===== src/rtl/divider_unit.sv =====
// Unsigned restoring divider: N RUN cycles after an accepted start, done pulses in cycle N+1 (cycle 1 for b == 0).
// A start is taken only when not busy; start, a and b are ignored while an iteration runs.
module divider_unit #(
   parameter int N = 4
) (
   input  logic         clk,
   input  logic         rst,
   input  logic         start,
   input  logic [N-1:0] a,
   input  logic [N-1:0] b,
   output logic         busy,
   output logic         done,
   output logic [N-1:0] quotient,
   output logic [N-1:0] remainder,
   output logic         div_by_zero
);

   localparam int CW = $clog2(N + 1);

   typedef enum logic [1:0] {
      IDLE,
      RUN,
      DONE
   } state_t;

   state_t         state_q, state_d;
   logic [N-1:0]   rem_q, rem_d;
   logic [N-1:0]   dvd_q, dvd_d;
   logic [N-1:0]   dvs_q, dvs_d;
   logic [CW-1:0]  cnt_q, cnt_d;
   logic [N-1:0]   quotient_q, quotient_d;
   logic [N-1:0]   remainder_q, remainder_d;
   logic           div_by_zero_q, div_by_zero_d;

   logic [N:0]     rem_sh;
   logic [N:0]     trial;
   logic [N-1:0]   rem_next;
   logic [N-1:0]   dvd_next;

   // rem_q < divisor always holds, so trial fits N+1 signed bits and trial[N] is its sign.
   always_comb begin
      rem_sh   = {rem_q, dvd_q[N-1]};
      trial    = rem_sh - {1'b0, dvs_q};
      rem_next = trial[N] ? rem_sh[N-1:0] : trial[N-1:0];
      dvd_next = {dvd_q[N-2:0], ~trial[N]};
   end

   always_comb begin
      state_d       = state_q;
      rem_d         = rem_q;
      dvd_d         = dvd_q;
      dvs_d         = dvs_q;
      cnt_d         = cnt_q;
      quotient_d    = quotient_q;
      remainder_d   = remainder_q;
      div_by_zero_d = div_by_zero_q;
      case (state_q)
         IDLE, DONE: begin
            state_d = IDLE;
            if (start) begin
               if (b == '0) begin
                  state_d       = DONE;
                  quotient_d    = '1;
                  remainder_d   = a;
                  div_by_zero_d = 1'b1;
               end else begin
                  state_d = RUN;
                  rem_d   = '0;
                  dvd_d   = a;
                  dvs_d   = b;
                  cnt_d   = CW'(N);
               end
            end
         end
         RUN: begin
            rem_d = rem_next;
            dvd_d = dvd_next;
            cnt_d = cnt_q - 1'b1;
            if (cnt_q == CW'(1)) begin
               state_d       = DONE;
               quotient_d    = dvd_next;
               remainder_d   = rem_next;
               div_by_zero_d = 1'b0;
            end
         end
         default: state_d = IDLE;
      endcase
   end

   always_ff @(posedge clk or posedge rst) begin
      if (rst) begin
         state_q       <= IDLE;
         rem_q         <= '0;
         dvd_q         <= '0;
         dvs_q         <= '0;
         cnt_q         <= '0;
         quotient_q    <= '0;
         remainder_q   <= '0;
         div_by_zero_q <= 1'b0;
      end else begin
         state_q       <= state_d;
         rem_q         <= rem_d;
         dvd_q         <= dvd_d;
         dvs_q         <= dvs_d;
         cnt_q         <= cnt_d;
         quotient_q    <= quotient_d;
         remainder_q   <= remainder_d;
         div_by_zero_q <= div_by_zero_d;
      end
   end

   assign busy        = (state_q == RUN);
   assign done        = (state_q == DONE);
   assign quotient    = quotient_q;
   assign remainder   = remainder_q;
   assign div_by_zero = div_by_zero_q;

endmodule


===== config.mk =====
export PLATFORM = sky130hd
export DESIGN_NAME = divider_unit
export DESIGN_NICKNAME = d
export VERILOG_FILES = /design/src/rtl/divider_unit.sv
export SDC_FILE = /design/constraint.sdc
export NUM_CORES = 1
export LEC_CHECK = 0
export BUFFER_PORTS_ARGS = -buffer_cell sky130_fd_sc_hd__buf_2
export CORE_MARGIN = 2
export CORE_UTILIZATION = 60
export DETAILED_ROUTE_END_ITERATION = 10
export PLACE_DENSITY = 0.8
export SLEW_MARGIN = 20
export SYNTH_ARGS = -nofsm -noshare
export SYNTH_HDL_FRONTEND = slang
export SYNTH_SLANG_ARGS = --single-unit

===== constraint.sdc =====
create_clock -name clk -period 4.4 [get_ports clk]
set_clock_uncertainty 0.05 [all_clocks]
set_input_delay 0.22 -clock clk [delete_from_list [all_inputs] [get_ports clk]]
set_output_delay 0.22 -clock clk [all_outputs]
set_load 0.1 [all_outputs]

# Yosys cells after proc, flatten, opt, wreduce, memory -nomap -nowiden
# Index checks and enable logic that the tools add are counted.
# totals
ff_bits	26
in_bits	11
output_inout_bits	11
elab_cells	52
# classes
add_sub_neg	2
eq_ne	7
mux	26
bitwise	2
reduce_logical	7
# ops
operator	n
$mux 4	11
$pmux 4 s2	4
$mux 2	3
$mux 3	2
$ne 2x2->1 const B	3
$pmux 3 s2	1
$reduce_and 3->1	2
$sub 5x4->5	1
$logic_not 4->1	1
$pmux 2 s2	1
$reduce_and 4->1	1
$eq 3x1->1 const B	1
$mux 1	3
$sub 3x1->3 const B	1
$eq 2x1->1 const B	1
$eq 2x2->1 const B	1
$logic_not 2->1	1
$ne 2x1->1 const B	1
$not 1->1	2
$pmux 1 s2	1
$reduce_bool 2->1	1
$reduce_or 2->1	1

# Depth between registers and ports, before layout
# Gate-level depths: netlist (run 1).
# logic_depth
depth_word	4
ltp_mapped	8
mapped_depth_nobuf	8

# Least setup slack after synthesis (run 1)
# No wires, ideal clock.
# synth_path
kind	register -> register
start	register dvd_q[3]
end	register remainder_q[2], in the netlist remainder[2]
setup_time_ns	0.133
arrival_time_ns	1.934
required_time_ns	4.217
path_slack_ns	2.283
path_stages_with_launch	9
path_buffers	0
synth_period_minus_slack_ns	2.117
path_cell_list	dfrtp_1 inv_1 ha_1 fa_1 nand2b_1 o2bb2ai_2 and4_1 a2111oi_1 a21oi_1
# synth_between
elab_chain_cells	4
# synth_rtl
item	line_no	text
start: declaration	28	logic [N-1:0] dvd_q, dvd_d;
start signal: assignment	103	dvd_q <= dvd_d;
$sub 5x4->5	43	trial = rem_sh - {1'b0, dvs_q};
$mux 4	44	rem_next = trial[N] ? rem_sh[N-1:0] : trial[N-1:0];
$mux 4	79	if (cnt_q == CW'(1)) begin
$pmux 4 s2	57	case (state_q)
end signal: assignment	107	remainder_q <= remainder_d;
end: declaration	32	logic [N-1:0] remainder_q, remainder_d;
# Every way passes these cells. The select of a mux whose other input is x is not followed.
# A chain may end at the register's enable or synchronous reset.

# Worst setup path in the final report (run 1)
# layout_path
start	register state_q[1]
end	output port busy
# layout_between
elab_chain_cells	1
# layout_rtl
item	line_no	text
start: declaration	26	state_t state_q, state_d;
start signal: assignment	101	state_q <= state_d;
$eq 2x1->1	112	assign busy = (state_q == RUN);
end: declaration	11	output logic busy,
# Every way passes these cells.

==> results of run 1 <==
-- timing repair --
| item | CTS | global route |
|---|---|---|
| setup buffers | 0 | 0 |
| setup endpoints to repair | 0 | 0 |
| endpoints found under the hold margin | 0 | 26 |
| hold buffers | 0 | 1 |
-- critical path: cells and delay by family (launching register included) --
family / cells / cell delay, ns
buffers and inverters: 2 / 1.00
and+or+nand+nor: 1 / 0.42
DFF: 1 / 0.41
-- placed cells by master, fill, tap and decap left out, types with 2 or more instances in the layout --
| master | netlist | final |
|---|---|---|
| a31oi_1 | 6 | 6 |
| a21oi_1 | 6 | 6 |
| o21ai_1 | 4 | 4 |
| buf_2 | 1 | 21 |
| o21ai_0 | 9 | 9 |
| nand3_1 | 5 | 5 |
| clkbuf_4 | 0 | 3 |
| dfrtp_1 | 26 | 26 |
| nor2b_1 | 4 | 4 |
| nand2b_1 | 5 | 5 |
| inv_1 | 10 | 9 |
| ha_1 | 6 | 6 |
| nand2_1 | 24 | 24 |
| xnor2_1 | 2 | 2 |
| nor2_1 | 18 | 18 |
-- per-stage QoR --
step           std cells  utilization  hold slack (ns)  worst slack, ns  area [µm²]
6_report             203        0.714           0.0641             1.98        1600
5_1_grt              203        0.714           0.0651             1.82        1600
4_1_cts              202        0.710           0.0637             1.98        1590
3_5_place_dp         198        0.686            0.402             2.13        1530
3_3_place_gp         198        0.686            0.388             2.21        1530
2_1_floorplan        155            -            0.210             2.28        1430
-- path summary, 6_finish.rpt --
| kind | end | cells after the start | from | slack (ns) |
|---|---|---|---|---|
| setup / recovery | busy | 3 | state_q[1] | 1.98 |
| hold / removal | dvs_q[0] | 3 | b[0] | 0.06 |
| setup reg to reg | remainder[2] | 8 | dvd_q[3] | 2.12 |
| hold reg to reg | div_by_zero | 2 | div_by_zero | 0.47 |
| max in group asynchronous | rem_q[3] | 3 | rst | 3.42 |
| min in group asynchronous | dvs_q[0] | 3 | rst | 0.47 |
-- cell type report --
class / instances / area (µm²) / area share
tap: 28 / 35.0 / 0.0220
sequential: 26 / 651 / 0.408
inverter: 10 / 37.5 / 0.0235
clock inverter: 1 / 30.0 / 0.0188
multi-input combinational: 112 / 697 / 0.437
timing repair buffer: 23 / 123 / 0.0769
clock buffer: 3 / 22.5 / 0.0141
-- per-layer routing --
metal / vias to the layer above / track usage / share of wire
met4: 0 / 0.0940 / 0.012
met3: 4 / 0.0343 / 0.043
li1: 571 / - / -
met5: - / 0 / 0
met1: 537 / 0.320 / 0.48
met2: 32 / 0.394 / 0.46
-- state kept, by name (all words and copies together) (netlist names) --
signal / flops
cnt_q: 3
remainder: 4
div_by_zero: 1
state_q: 2
rem_q: 4
dvd_q: 4
dvs_q: 4
quotient: 4
-- logic make-up (layout without fill, tap and decap cells) --
logic type | after synthesis | after routing | share of synthesized area
muxes | 1 | 1 | 0.00699
xor gates and xnor gates | 3 | 3 | 0.0184
and+or+nand+nor | 66 | 66 | 0.230
adders and majority gates | 7 | 7 | 0.0664
DFF | 26 | 26 | 0.455
AOI/OAI and AO/OA | 35 | 35 | 0.165
buffers and inverters | 17 | 37 | 0.0586
==> results by group, run 1 <==
Outcome
  • Outcome: finished clean

Yosys
  • Syn. warnings: 0
  • Top cells by count, synth: dfrtp_1, nand2_1, nor2_1
  • Cell count after synthesis: 155
  • Mean post-synth cell area: 9.23 µm²
  • Async set-or-reset flop fraction in the synthesized netlist: 1.00
  • Area share of the leading cell type in the synthesized netlist: 0.455
  • EDFF count, synth: 0
  • Area leader, netlist: dfrtp_1
  • Most common cell in the netlist: dfrtp_1
  • Yosys reg bits: 26
  • Post-Syn Nets: 173
  • Mapped Area: 0.00143 mm²
  • Ranking of synthesized cells by area: dfrtp_1, nand2_1, ha_1, nor2_1, o21ai_0
  • Main synth FF type: dfrtp_1
  • Netlist cell types: 40
  • Sequential share of the synthesized area: 0.455

Critical path
  • Crit-path max cell delay: 0.51 ns
  • Worst EP arrival: 2.15 ns
  • CP Class: flop to output pin
  • CP cell instances: nand2b_1 -> inv_1 -> buf_2
  • CP startpoint kind: flop
  • CP Max Fanout: 19
  • CP Data Required Time: 4.13 ns
  • CP Capture Type: output pin
  • CP max stage cell: buf_2

Die
  • Initial core utilization: 0.641
  • I/O pin count: 22
  • FP Rows: 17
  • Die area: 0.00279 mm²
  • Die Y: 52.8 µm
  • Die width: 52.8 µm
  • Core area: 0.00223 mm²

STA
  • Crit share post-route: 0.550
  • Fmax: 413 MHz
  • Final hold violations: 0
  • Worst slew pin tran: 0.923 ns
  • Final critical-path required period: 2.42 ns
  • Final setup fails: 0
  • Slew Viols, Final: 0
  • Max transition margin: 0.381
  • RSZ-0062 raised after global routing: false
  • Post-route setup TNS: 0 ns

GRT
  • Initial antenna violation count: 0
  • Pin count of the biggest net entering global routing: 27
  • Vias in the first global route: 1061
  • GRT Total Usage: 0.240
  • Global-route wire length before repair: 4750 µm
  • Overflow after GRT: 0

Drt
  • Post-DR vias/cell: 5.64
  • DR pass1 iterations: 5
  • Routed wire length per instance: 14.1 µm
  • Drt total wl: 2860 µm
  • 1st-iter DRT viols: 22
  • Remaining antenna violation count: 0
  • # DRC: 0
  • DR vias: 1144

Flow run
  • # Max-Cap Violations: 0

Clock network
  • # clock sinks: 26
  • Clock tree buffer depth: 2
  • CTS root buf: clkbuf_4
  • CTS buffer count: 3
  • Worst-path clk slew: 0.14 ns
  • Worst-Skew Late Latency: 0.32 ns
  • CTS tree: yes
  • Post-CTS Resized: 0
  • H-tree levels: 1

Cells and area
  • Layout Nets: 194
  • Layout cells sized above 1: 0.177
  • Area Growth Syn to Fin: 11.5%
  • Fill count: 173
  • ANT cells: 0

Placed design
  • Post-DP HPWL: 2130 µm
  • IO buf count: 21
  • Global placement routability congestion: 0.855

Worst hold path
  • Worst min path class: input port to flop
Power of run 1 is left out: the tool's default activity adds up to more than one toggle a clock period on the data nets, which glitch-free logic cannot reach.
==> inputs of run 2 (changes only) <==
--- a/config.mk
+++ b/config.mk
@@ -7,9 +7,9 @@
 export LEC_CHECK = 0
 export BUFFER_PORTS_ARGS = -buffer_cell sky130_fd_sc_hd__buf_2
 export CORE_MARGIN = 2
-export CORE_UTILIZATION = 60
+export CORE_UTILIZATION = 55
 export DETAILED_ROUTE_END_ITERATION = 10
-export PLACE_DENSITY = 0.8
+export PLACE_DENSITY = 0.74
 export SLEW_MARGIN = 20
 export SYNTH_ARGS = -nofsm -noshare
 export SYNTH_HDL_FRONTEND = slang
==> constraint.sdc (replaced) <==
create_clock -name clk -period 2.5 [get_ports clk]
set_clock_uncertainty 0.05 [all_clocks]
set_input_delay 0.125 -clock clk [delete_from_list [all_inputs] [get_ports clk]]
set_output_delay 0.125 -clock clk [all_outputs]
set_load 0.1 [all_outputs]
==> results by group, run 2 (synthesis gave the netlist of run 1 again) <==
Die
  • I/O pin count: 22
  • Initial core utilization: 0.578
  • Core area: 0.00248 mm²
  • Die area: 0.00303 mm²
  • FP Rows: 18
  • Die Y: 55.0 µm
  • Die width: 55.0 µm

Worst hold path
  • Worst hold path depth: 3
  • Worst min path class: input port to flop

Cells and area
  • Layout Nets: 202
  • Commonest non-fill, non-tap cell in the layout: dfrtp_1
  • Commonest non-fill, non-tap cells in the layout: dfrtp_1, nand2_1, buf_2
  • ANT cells: 0
  • Final non-filler cell total: 213
  • Area Growth Syn to Fin: 17.8%
  • Final Cell Area: 0.00169 mm²
  • Layout cells sized above 1: 0.186
  • Fill count: 198

Critical path
  • CP max stage cell: fa_1
  • CP Max Fanout: 9
  • CP Data Required Time: 2.66 ns
  • Reg2reg path depth: 8
  • Worst path depth: 8
  • CP startpoint kind: flop
  • CP cell instances: inv_1 -> ha_1 -> fa_1 -> nand2b_1 -> o2bb2ai_2 -> and4_1 -> a2111oi_2 -> a21oi_1
  • CP Capture Type: flop
  • Crit path max-delay family: adder cells
  • Crit-path max cell delay: 0.41 ns
  • CP Class: flop to flop
  • CP Buf/Inv Count: 1
  • Worst EP arrival: 2.49 ns

Placed design
  • Dpl cells: 201
  • Post-DP HPWL: 2090 µm
  • Global placement routability congestion: 0.889
  • Cell Area, Placed: 0.00154 mm²
  • IO buf count: 21

STA
  • Max transition margin: 0.386
  • Post-route setup TNS: 0 ns
  • Final setup fails: 0
  • Fmax: 429 MHz
  • Crit share post-route: 0.933
  • Worst slew pin tran: 0.915 ns
  • Hold WS: 0.0123 ns
  • Slew Viols, Final: 0
  • Final hold violations: 0
  • Final critical-path required period: 2.33 ns

Outcome
  • Outcome: finished clean

Drt
  • Drt total wl: 2990 µm
  • Remaining antenna violation count: 0
  • Routed wire length per instance: 14.0 µm
  • # DRC: 0
  • DR vias: 1150
  • Post-DR vias/cell: 5.40
  • 1st-iter DRT viols: 32
  • DR pass1 iterations: 4

Flow run
  • # Max-Cap Violations: 0

GRT
  • Overflow after GRT: 0
  • Initial antenna violation count: 0
  • GRT Total Usage: 0.230
  • Vias in the first global route: 1068
  • Global-route wire length before repair: 4860 µm
  • Pin count of the biggest net entering global routing: 27

Clock network
  • CTS root buf: clkbuf_4
  • # clock sinks: 26
  • Clock tree buffer depth: 2
  • Worst-Skew Late Latency: 0.32 ns
  • Setup bufs post-CTS: 0
  • CTS tree: yes
  • CTS buffer count: 3
  • H-tree levels: 1
  • Worst-path clk slew: 0.15 ns
## run 2: layer usage
layer  GRT usage  part of all wire
met1       0.319              0.48
met2       0.365              0.48
met3      0.0269             0.033
met4      0.0935            0.0064
met5           0                 0
## run 2: worst reg2reg max path, stage by stage, from the launching register on
cell and delay [ns]:
dfrtp_1 0.40, inv_1 0.07, ha_1 0.23, fa_1 0.41
nand2b_1 0.18, o2bb2ai_2 0.21, and4_1 0.26, a2111oi_2 0.30
a21oi_1 0.11
## run 2: layout make-up
type | instances | area, µm² | share of cell area
Clock buffer | 3 | 22.5 | 0.0134
Clock inverter | 1 | 30.0 | 0.0178
Inverter | 10 | 37.5 | 0.0223
Multi-Input combinational cell | 112 | 708 | 0.420
Sequential cell | 26 | 651 | 0.386
Tap cell | 30 | 37.5 | 0.0223
Timing Repair Buffer | 31 | 200 | 0.119
## run 2: repair_timing
item	CTS	global route
setup endpoints to repair	0	1
endpoints found under the hold margin	33	0
gates resized for setup	0	2
hold buffers	8	0
## run 2: final timing paths
| path | start | slack [ns] | endpoint |
|---|---|---|---|
| worst min-delay path | a[3] | 0.01 | dvd_q[3] |
| worst max-delay path | dvd_q[3] | 0.17 | remainder[2] |
| worst min register to register | dvs_q[0] | 0.46 | dvs_q[0] |
| max in group asynchronous | rst | 1.60 | rem_q[0] |
| worst max register to register | dvd_q[3] | 0.17 | remainder[2] |
| min in group asynchronous | rst | 0.37 | dvd_q[0] |
## run 2: through the flow
| step | utilization | setup slack (ns) |
|---|---|---|
| 2_1_floorplan | - | 0.383 |
| 3_3_place_gp | 0.623 | 0.318 |
| 3_5_place_dp | 0.623 | 0.214 |
| 4_1_cts | 0.676 | 0.157 |
| 5_1_grt | 0.681 | -0.00127 |
| 6_report | 0.681 | 0.167 |
Power of run 2 is left out for the same reason.
==> inputs of run 3 (changes only) <==
--- a/config.mk
+++ b/config.mk
@@ -9,7 +9,7 @@
 export CORE_MARGIN = 2
 export CORE_UTILIZATION = 55
 export DETAILED_ROUTE_END_ITERATION = 10
-export PLACE_DENSITY = 0.74
+export PLACE_DENSITY = 0.81
 export SLEW_MARGIN = 20
 export SYNTH_ARGS = -nofsm -noshare
 export SYNTH_HDL_FRONTEND = slang
==> constraint.sdc (replaced) <==
create_clock -name clk -period 2.4 [get_ports clk]
set_clock_uncertainty 0.05 [all_clocks]
set_input_delay 0.12 -clock clk [delete_from_list [all_inputs] [get_ports clk]]
set_output_delay 0.12 -clock clk [all_outputs]
set_load 0.1 [all_outputs]
==> results by group, run 3 (synthesis gave the netlist of run 1 again) <==
Cells and area
  • Layout Nets: 200
  • Final Cell Area: 0.00165 mm²
  • Commonest non-fill, non-tap cell in the layout: dfrtp_1
  • Commonest non-fill, non-tap cells in the layout: dfrtp_1, nand2_1, buf_2
  • Layout cells sized above 1: 0.188
  • Multi-input gate area in the final layout: 708 µm²
  • Fill count: 218
  • Area Growth Syn to Fin: 15.3%
  • ANT cells: 0
  • Final non-filler cell total: 211
  • Register Area: 651 µm²

GRT
  • Initial antenna violation count: 0
  • Overflow after GRT: 0
  • Global-route wire length before repair: 4830 µm
  • GRT Total Usage: 0.225
  • Vias in the first global route: 1140
  • Pin count of the biggest net entering global routing: 27

Outcome
  • Outcome: finished clean

STA
  • Fmax: 441 MHz
  • Final critical-path required period: 2.27 ns
  • Max transition margin: 0.401
  • Final hold violations: 0
  • Slew Viols, Final: 0
  • Worst slew pin tran: 0.893 ns
  • Final setup fails: 0
  • Crit share post-route: 0.945

Critical path
  • Crit-path max cell delay: 0.40 ns
  • Reg-to-reg endpoint: remainder[2]
  • CP startpoint kind: flop
  • Reg2Reg Launch Point: dvd_q[3]
  • Worst EP arrival: 2.43 ns
  • CP max stage cell: fa_1
  • CP Data Required Time: 2.56 ns
  • CP Capture Type: flop
  • Reg2reg path depth: 8
  • CP Max Fanout: 9
  • CP cell instances: inv_1 -> ha_1 -> fa_1 -> nand2b_1 -> o2bb2ai_2 -> and4_1 -> a2111oi_2 -> a21oi_1
  • CP Class: flop to flop
  • Reg2Reg Setup Slack: 0.13 ns

Placed design
  • IO buf count: 21
  • Dpl cells: 201
  • Post-DP HPWL: 2170 µm
  • Cell Area, Placed: 0.00154 mm²
  • Global placement routability congestion: 0.802

Clock network
  • Worst-path clk slew: 0.14 ns
  • # clock sinks: 26
  • H-tree levels: 1
  • CTS tree: yes
  • CTS root buf: clkbuf_4
  • CTS buffer count: 3
  • Clock tree buffer depth: 2
  • Worst-Skew Late Latency: 0.32 ns

Drt
  • Post-DR vias/cell: 5.60
  • DR pass1 iterations: 4
  • Drt total wl: 2910 µm
  • # DRC: 0
  • 1st-iter DRT viols: 18
  • Routed wire length per instance: 13.8 µm
  • Remaining antenna violation count: 0
  • DR vias: 1182

Die
  • I/O pin count: 22
  • Die width: 55.0 µm
  • FP Rows: 18
  • Initial core utilization: 0.578
  • Core area: 0.00248 mm²
  • Die Y: 55.0 µm
  • Die area: 0.00303 mm²

Worst hold path
  • Hold wc startpoint: a[3]
  • Worst hold path depth: 3
  • Hold Path Sink: dvd_q[3]
  • Worst min path class: input port to flop

Flow run
  • # Max-Cap Violations: 0
## run 3: cell count changes in the layout (fill, tap and decap cells not counted)
cell | previous run | this run
clkbuf_8 | 0 | 1
bufinv_16 | 1 | 0
dlygate4sd3_1 | 8 | 6
## run 3: through the flow
stage                     setup WS, ns  utilization  hold slack (ns)  setup TNS, ns
after floorplan                  0.283            -            0.110              0
final                            0.131        0.666           0.0139              0
after detailed placement         0.135        0.623            0.292              0
after CTS                        0.101        0.662           0.0106              0
after global placement           0.230        0.623            0.279              0
after global routing           -0.0122        0.666          0.00391        -0.0122
## run 3: layer usage
metal / GRT usage / part of all wire
met1: 0.262 / 0.43
met2: 0.403 / 0.51
met3: 0.0376 / 0.040
met4: 0.0976 / 0.018
met5: 0 / 0
## run 3: critical path: cells and delay by family, from the launching register on
kind | cells | cell delay [ns]
and+or+nand+nor | 2 | 0.44
DFF | 1 | 0.39
buffers and inverters | 1 | 0.07
AOI/OAI and AO/OA | 3 | 0.60
adders and majority gates | 2 | 0.62
## run 3: layout make-up
cell class,instances,share of cell area
multi-input combinational,112,0.429
sequential,26,0.394
timing repair buffer,29,0.109
inverter,10,0.0227
tap,30,0.0227
clock buffer,4,0.0220
## run 3: worst max path at each step
stage	startpoint	to	cells after the start
final	dvd_q[3]	remainder[2]	8
after global placement	dvd_q[3]	remainder[2]	8
after detailed placement	dvd_q[3]	remainder[2]	8
after floorplan	dvd_q[3]	remainder[2]	8
after CTS	dvd_q[3]	remainder[2]	8
after global routing	dvd_q[3]	remainder[2]	8
## run 3: timing repair
item,4_1_cts,5_1_grt
hold buffers,6,0
endpoints found under the hold margin,31,0
setup endpoints to repair,0,1
gates resized for setup,0,2
setup buffers,0,0
Power of run 3 is left out for the same reason.
